### config.mk
export PLATFORM = sky130hd
export DESIGN_NAME = config_chain_loader_flat
export DESIGN_NICKNAME = d
export VERILOG_FILES = /design/src/rtl/config_chain_if.sv /design/src/rtl/config_chain_loader.sv /design/src/flat_wrapper.sv
export SDC_FILE = /design/constraint.sdc
export NUM_CORES = 1
export LEC_CHECK = 0
export CAP_MARGIN = 20
export CORE_MARGIN = 1
export CORE_UTILIZATION = 56
export CTS_CLUSTER_DIAMETER = 100
export CTS_CLUSTER_SIZE = 24
export DETAILED_ROUTE_END_ITERATION = 10
export PLACE_DENSITY = 0.87
export SYNTH_ARGS = -nofsm -noshare
export SYNTH_HDL_FRONTEND = slang
export SYNTH_SLANG_ARGS = --single-unit
### constraint.sdc
create_clock -name clk -period 3 [get_ports clk]
set_input_delay 0.6 -clock clk [delete_from_list [all_inputs] [get_ports clk]]
set_output_delay 0.6 -clock clk [all_outputs]
set_load 0.02 [all_outputs]
### src/rtl/config_chain_if.sv
// Bundles the bitstream source handshake, chain-side serial signals and status
// outputs of the config chain loader. The slave side is the loader itself.
interface config_chain_if #(
    parameter int WORD_W = 32
);
    logic              start;
    logic              abort;
    logic [WORD_W-1:0] cfg_data;
    logic              cfg_valid;
    logic              cfg_ready;
    logic              cen;
    logic              shift_data;
    logic              chain_tail;
    logic              set_out;
    logic [WORD_W-1:0] rb_data;
    logic              rb_valid;
    logic              busy;
    logic              done;
    logic              aborted;

    modport slave (
        input  start, abort, cfg_data, cfg_valid, chain_tail,
        output cfg_ready, cen, shift_data, set_out, rb_data, rb_valid,
               busy, done, aborted
    );

    modport master (
        output start, abort, cfg_data, cfg_valid, chain_tail,
        input  cfg_ready, cen, shift_data, set_out, rb_data, rb_valid,
               busy, done, aborted
    );
endinterface

### src/rtl/config_chain_loader.sv
// Streams bitstream words LSB-first into a serial config chain, strobes set once
// CHAIN_LEN bits are in, and packs bits returning from the chain tail into readback words.
module config_chain_loader #(
    parameter int WORD_W    = 32,
    parameter int CHAIN_LEN = 40,
    parameter int CNT_W     = 16
) (
    input logic           clk,
    input logic           rst_n,
    config_chain_if.slave bus
);

    localparam int               IDX_W     = (WORD_W > 1) ? $clog2(WORD_W) : 1;
    localparam logic [CNT_W-1:0] LAST_BIT  = CNT_W'(CHAIN_LEN - 1);
    localparam logic [IDX_W-1:0] WORD_LAST = IDX_W'(WORD_W - 1);

    if (CHAIN_LEN < 1) begin : g_len_check
        $error("config_chain_loader: CHAIN_LEN must be at least 1");
    end
    if (CNT_W < 31 && (32'sd1 << CNT_W) <= CHAIN_LEN) begin : g_cnt_check
        $error("config_chain_loader: CNT_W too narrow for CHAIN_LEN");
    end

    typedef enum logic [2:0] {
        IDLE,
        FETCH,
        SHIFT,
        SET,
        FINISH
    } state_e;

    state_e            state_q, state_d;
    logic [WORD_W-1:0] word_q, word_d;
    logic [IDX_W-1:0]  widx_q, widx_d;
    logic [IDX_W-1:0]  ridx_q, ridx_d;
    logic [CNT_W-1:0]  bits_q, bits_d;
    logic [WORD_W-1:0] rb_shift_q, rb_shift_d;
    logic [WORD_W-1:0] rb_data_q, rb_data_d;
    logic              rb_valid_q, rb_valid_d;
    logic              aborted_q, aborted_d;

    logic              abort_take;
    logic              last_bit;
    logic              word_end;
    logic              rb_flush;
    logic [WORD_W-1:0] rb_word;

    assign abort_take = bus.abort && (state_q != IDLE);
    assign last_bit   = (bits_q == LAST_BIT);
    assign word_end   = (widx_q == WORD_LAST);
    // The readback word closes on a full word or on the very last chain bit.
    assign rb_flush   = (ridx_q == WORD_LAST) || last_bit;

    always_comb begin
        rb_word         = rb_shift_q;
        rb_word[ridx_q] = bus.chain_tail;
    end

    // NOTE: non-blocking assignments so every register samples pre-edge values.
    always_ff @(posedge clk or negedge rst_n) begin
        if (!rst_n) begin
            state_q <= IDLE;
        end else begin
            state_q <= state_d;
        end
    end

    always_comb begin
        // NOTE: default first so no path leaves state_d unassigned and infers a latch.
        state_d = state_q;
        unique case (state_q)
            IDLE:    if (bus.start) state_d = FETCH;
            FETCH:   if (bus.cfg_valid) state_d = SHIFT;
            SHIFT: begin
                if (last_bit) begin
                    state_d = SET;
                end else if (word_end) begin
                    state_d = FETCH;
                end
            end
            SET:     state_d = FINISH;
            FINISH:  state_d = IDLE;
            default: state_d = IDLE;
        endcase
        if (abort_take) begin
            state_d = IDLE;
        end
    end

    always_comb begin
        bus.cfg_ready  = 1'b0;
        bus.cen        = 1'b0;
        bus.shift_data = 1'b0;
        bus.set_out    = 1'b0;
        bus.done       = 1'b0;
        unique case (state_q)
            FETCH:  bus.cfg_ready = 1'b1;
            SHIFT: begin
                bus.cen        = 1'b1;
                bus.shift_data = word_q[widx_q];
            end
            SET:    bus.set_out = 1'b1;
            FINISH: bus.done = 1'b1;
            default: ;
        endcase
        bus.busy = (state_q != IDLE);
    end

    assign bus.rb_data  = rb_data_q;
    assign bus.rb_valid = rb_valid_q;
    assign bus.aborted  = aborted_q;

    always_comb begin
        word_d     = word_q;
        widx_d     = widx_q;
        ridx_d     = ridx_q;
        bits_d     = bits_q;
        rb_shift_d = rb_shift_q;
        rb_data_d  = rb_data_q;
        rb_valid_d = 1'b0;
        aborted_d  = 1'b0;
        unique case (state_q)
            IDLE: begin
                bits_d     = '0;
                widx_d     = '0;
                ridx_d     = '0;
                rb_shift_d = '0;
            end
            FETCH: begin
                if (bus.cfg_valid) begin
                    word_d = bus.cfg_data;
                    widx_d = '0;
                end
            end
            SHIFT: begin
                bits_d = bits_q + CNT_W'(1);
                widx_d = widx_q + IDX_W'(1);
                if (rb_flush) begin
                    rb_data_d  = rb_word;
                    rb_valid_d = 1'b1;
                    rb_shift_d = '0;
                    ridx_d     = '0;
                end else begin
                    rb_shift_d = rb_word;
                    ridx_d     = ridx_q + IDX_W'(1);
                end
            end
            default: ;
        endcase
        // An abort never publishes the partially assembled readback word.
        if (abort_take) begin
            aborted_d  = 1'b1;
            rb_valid_d = 1'b0;
            rb_data_d  = rb_data_q;
        end
    end

    // NOTE: the word and readback buffers are reset as well, so a reset mid-load
    // leaves no stale data visible on rb_data.
    always_ff @(posedge clk or negedge rst_n) begin
        if (!rst_n) begin
            word_q     <= '0;
            widx_q     <= '0;
            ridx_q     <= '0;
            bits_q     <= '0;
            rb_shift_q <= '0;
            rb_data_q  <= '0;
            rb_valid_q <= 1'b0;
            aborted_q  <= 1'b0;
        end else begin
            word_q     <= word_d;
            widx_q     <= widx_d;
            ridx_q     <= ridx_d;
            bits_q     <= bits_d;
            rb_shift_q <= rb_shift_d;
            rb_data_q  <= rb_data_d;
            rb_valid_q <= rb_valid_d;
            aborted_q  <= aborted_d;
        end
    end

endmodule

### src/flat_wrapper.sv
// flat-port wrapper written by rule: the top's interface ports become plain ports
module config_chain_loader_flat 
#(
    parameter int WORD_W    = 32,
    parameter int CHAIN_LEN = 40,
    parameter int CNT_W     = 16
)
  (clk, rst_n, bus_start, bus_abort, bus_cfg_data, bus_cfg_valid, bus_chain_tail, bus_cfg_ready, bus_cen, bus_shift_data, bus_set_out, bus_rb_data, bus_rb_valid, bus_busy, bus_done, bus_aborted);
  config_chain_if #(.WORD_W(WORD_W)) bus_i ();
  input logic clk;
  input logic rst_n;
  input wire logic [$bits(bus_i.start)-1:0] bus_start;
  input wire logic [$bits(bus_i.abort)-1:0] bus_abort;
  input wire logic [$bits(bus_i.cfg_data)-1:0] bus_cfg_data;
  input wire logic [$bits(bus_i.cfg_valid)-1:0] bus_cfg_valid;
  input wire logic [$bits(bus_i.chain_tail)-1:0] bus_chain_tail;
  output wire logic [$bits(bus_i.cfg_ready)-1:0] bus_cfg_ready;
  output wire logic [$bits(bus_i.cen)-1:0] bus_cen;
  output wire logic [$bits(bus_i.shift_data)-1:0] bus_shift_data;
  output wire logic [$bits(bus_i.set_out)-1:0] bus_set_out;
  output wire logic [$bits(bus_i.rb_data)-1:0] bus_rb_data;
  output wire logic [$bits(bus_i.rb_valid)-1:0] bus_rb_valid;
  output wire logic [$bits(bus_i.busy)-1:0] bus_busy;
  output wire logic [$bits(bus_i.done)-1:0] bus_done;
  output wire logic [$bits(bus_i.aborted)-1:0] bus_aborted;
  assign bus_i.start = bus_start;
  assign bus_i.abort = bus_abort;
  assign bus_i.cfg_data = bus_cfg_data;
  assign bus_i.cfg_valid = bus_cfg_valid;
  assign bus_i.chain_tail = bus_chain_tail;
  assign bus_cfg_ready = bus_i.cfg_ready;
  assign bus_cen = bus_i.cen;
  assign bus_shift_data = bus_i.shift_data;
  assign bus_set_out = bus_i.set_out;
  assign bus_rb_data = bus_i.rb_data;
  assign bus_rb_valid = bus_i.rb_valid;
  assign bus_busy = bus_i.busy;
  assign bus_done = bus_i.done;
  assign bus_aborted = bus_i.aborted;
  config_chain_loader #(.WORD_W(WORD_W), .CHAIN_LEN(CHAIN_LEN), .CNT_W(CNT_W)) u_core (.clk(clk), .rst_n(rst_n), .bus(bus_i));
endmodule
==> results.md, run 1 <==
* RD Place Congestion at 0.822
* Final Skew at 11.5 ps
* Syn nets at 612
* Layout area overhead at 23.8%
* Slowest-stage cell, CP: clkdlybuf4s50_1
* Final antenna-violating net count at 0
* Post-synth top area share at 0.495
* Final min period at 2920 ps
* CP Launch Type: flop
* Die width at 109 µm
* Clock Path Buffers at 2
* Initial antenna violation count at 0
* Final setup TNS at 0 ps
* Mux cell area share after synthesis at 0.218
* Detailed Route WL at 15.3 mm
* Core Box Area at 11000 µm²
* Largest cells by area after synthesis: dfrtp_1 50%, mux2_2 15%, mux4_2 3.2%
* CTS Sinks at 127
* Proportion of layout cells with a drive suffix above 1 at 0.255
* Synth Area in Compound Gates at 0.109
* Period utilization at 0.975
* FF+latch count, synth at 127
* Worst hold path type: in -> async
* Worst slew pin tran at 710 ps
* Die span in y at 109 µm
* Final setup viols at 0
* Clk pin slew, worst setup/hold paths at 60 ps
* Pleak at 3.38 nW
* Synth warnings at 0
* Via count at 4946
* Flop2flop setup slack at 490 ps
* CTS buffer count at 17
* Register area share after synthesis at 0.495
* Adder-cell share of the synthesized area at 0.0156
* Nets@finish at 683
* Endpoints failing hold at 0
* Pin count of the biggest net entering global routing at 62
* GRT Residual Overflow at 0
* I/O Buffers at 77
* Gate Count Post-Synth at 566
* Mapped cell area at 6420 µm²
* Crit path largest cell delay at 670 ps
* CP Cell Sequence: or3b_1, buf_4, inv_1, clkdlybuf4s50_1
* Max Fclk at 0.342 GHz
* Residual DRC at 0
* Run status: finished clean
* Post-Syn Area per Cell at 11.3 µm²
* Unique masters post-synth at 47
* Unrepaired setup endpoints after global routing: false
* Worst-skew pair later-pin latency at 430 ps
* Async S/R FF share, synth at 1.00
* DRT Pass-1 Iters at 5
* Slew Limit Headroom at 0.526
* Crit Path Max Fanout at 10
* Initial DRC Count at 448
* Crit. End Element: output pin
* Detailed-route vias per instance at 6.26
* Final WS setup at 75.8 ps
* Max Cap Viol at 0
* Maximum VDD drop at 0.491 mV
* Worst slack at placement at 128 ps
* CTS tree: built
* Die Footprint at 11900 µm²
* Post-synth EDFFs at 0
* Fillers at 692
* Synth Flop Type: dfrtp_1
* Htree depth at 4
* Post-Synth XOR/XNOR Area at 0
* Global-route wire length before repair at 25.1 mm
* IO Count at 78
* Largest family of logic cells by synthesized area: multiplexers
* Total track usage at 0.280
* Pwr Density at 769 nW/µm²
* FP Rows at 38
* Post-Synth Simple-Gate Area at 0.107
* DR WL/cell at 19.3 µm
* Vias in the first global route at 5078
* Root Buffer: clkbuf_16
* Data arrival, critical path at 2320 ps
* Critical Path RT at 2400 ps
* DP HPWL at 9.45 mm
* Setup CP Type: reg -> out
* Fin. max-slew vios at 0
* Initial core utilization at 0.585
* Largest area contributor in the netlist: dfrtp_1
* Antenna cells at 0
[worst max-delay path, delay by kind of cell (launching register included)]
family,cells,cell delay [ps]
buf+inv,3,1020
flops,1,450
simple gates,1,440
[cell type report]
type	count	area, µm²	area share
inverter	41	154	0.0194
clock inverter	11	153	0.0192
multi-input combinational	357	2910	0.366
tap	140	175	0.0220
clock buffer	21	470	0.0592
sequential	127	3180	0.400
timing repair buffer	93	908	0.114
[cell usage after synthesis, drive strengths merged (2+ instances only)]
cell	number
dfrtp	127
mux2	96
inv	41
nand2	37
a31oi	32
o22ai	32
nand3	26
clkbuf	22
buf	19
o21ai	19
nor2	17
nor2b	10
mux4	9
ha	8
mux2i	8
a22o	7
nand4	7
and3	6
a21oi	5
nor3	5
a31o	4
a211oi	3
and2	3
nor4	3
nor3b	2
nor4bb	2
o221ai	2
o31ai	2
or2	2
or3	2
or4	2
[final timing paths]
path | startpoint | to | depth (start not counted)
setup reg to reg | u_core.ridx_q[1]$_DFFE_PN0P_ | u_core.rb_shift_q[11]$_DFFE_PN0P_ | 7
hold reg to reg | u_core.bits_q[1]$_DFFE_PN0P_ | u_core.bits_q[1]$_DFFE_PN0P_ | 2
min in group clk | u_core.bits_q[1]$_DFFE_PN0P_ | u_core.bits_q[1]$_DFFE_PN0P_ | 2
hold / removal | rst_n | u_core.bus.rb_data[9]$_DFFE_PN0P_ | 1
setup / recovery | u_core.state_q[2]$_DFFE_PN0P_ | bus_cen | 4
max in group asynchronous | rst_n | u_core.widx_q[0]$_DFFE_PN0P_ | 2
[what timing repair did]
item,in CTS,in global routing
resized for setup,6,1
endpoints found under the setup margin,1,1
pin swaps,0,1
endpoints found under the hold margin,0,0
hold buffers,0,0
setup buffers,0,0
[layer usage]
metal,vias to the layer above,GRT usage,part of all wire,routed length [µm]
met1,2480,0.356,0.41,6250
met4,0,0.149,0.033,500
li1,2206,-,-,-
met2,214,0.448,0.50,7710
met5,-,0,0,0
met3,46,0.0598,0.054,828
[cell usage in the layout (no fill, tap or decap), types with 3 or more instances in the layout]
| master | instances |
|---|---|
| a21oi_1 | 5 |
| a22o_1 | 7 |
| a31o_2 | 4 |
| a31oi_1 | 32 |
| and3_1 | 6 |
| buf_4 | 15 |
| bufinv_16 | 3 |
| clkbuf_16 | 17 |
| clkbuf_8 | 3 |
| clkdlybuf4s50_1 | 75 |
| clkinvlp_4 | 3 |
| dfrtp_1 | 126 |
| ha_1 | 8 |
| inv_1 | 41 |
| inv_6 | 3 |
| mux2_2 | 84 |
| mux2_4 | 10 |
| mux2i_1 | 8 |
| mux4_2 | 9 |
| nand2_1 | 37 |
| nand3_1 | 26 |
| nand4_1 | 6 |
| nor2_1 | 16 |
| nor2b_1 | 10 |
| nor3_1 | 5 |
| o21ai_0 | 19 |
| o22ai_1 | 32 |
[registers in the layout, indices dropped and copies added (netlist names)]
name,flops
u_core.bits_q,16
u_core.bus.rb_valid,1
u_core.rb_shift_q,32
u_core.widx_q,5
u_core.ridx_q,5
u_core.bus.aborted,1
u_core.bus.rb_data,32
u_core.word_q,32
u_core.state_q,3
[cell families after synthesis]
| kind of cell | Yosys count |
|---|---|
| AO/OA/AOI/OAI | 108 |
| adder cells (fa/ha/maj) | 8 |
| multiplexers | 113 |
| flip-flops | 127 |
| buffers and inverters | 82 |
| AND/OR/NAND/NOR | 128 |
[stage by stage]
stage	total power, mW	hold WS, ps	instances	cell area, µm²	util
after global routing	6.37	285	790	7950	0.724
after floorplan	3.38	304	566	6420	-
after detailed placement	3.91	486	758	7320	0.667
after global placement	3.82	470	758	7320	0.667
final	6.11	230	790	7950	0.724
after CTS	6.12	241	790	7950	0.724
[power breakdown]
part | leakage (nW) | internal [mW] | switching (mW)
registers | 1.66 | 2.00 | 0.177
logic | 1.42 | 0.845 | 0.933
clock network | 0.297 | 1.38 | 0.775
total | 3.38 | 4.23 | 1.89
No activity file was read; power rests on OpenSTA's default activity.
==> run 2: changes to the inputs <==
--- a/config.mk
+++ b/config.mk
@@ -12,6 +12,7 @@
 export CTS_CLUSTER_SIZE = 24
 export DETAILED_ROUTE_END_ITERATION = 10
 export PLACE_DENSITY = 0.87
+export SLEW_MARGIN = 20
 export SYNTH_ARGS = -nofsm -noshare
 export SYNTH_HDL_FRONTEND = slang
 export SYNTH_SLANG_ARGS = --single-unit
==> results of run 2 <==
The final DEF is identical to that of run 1; final timing and power are the same.
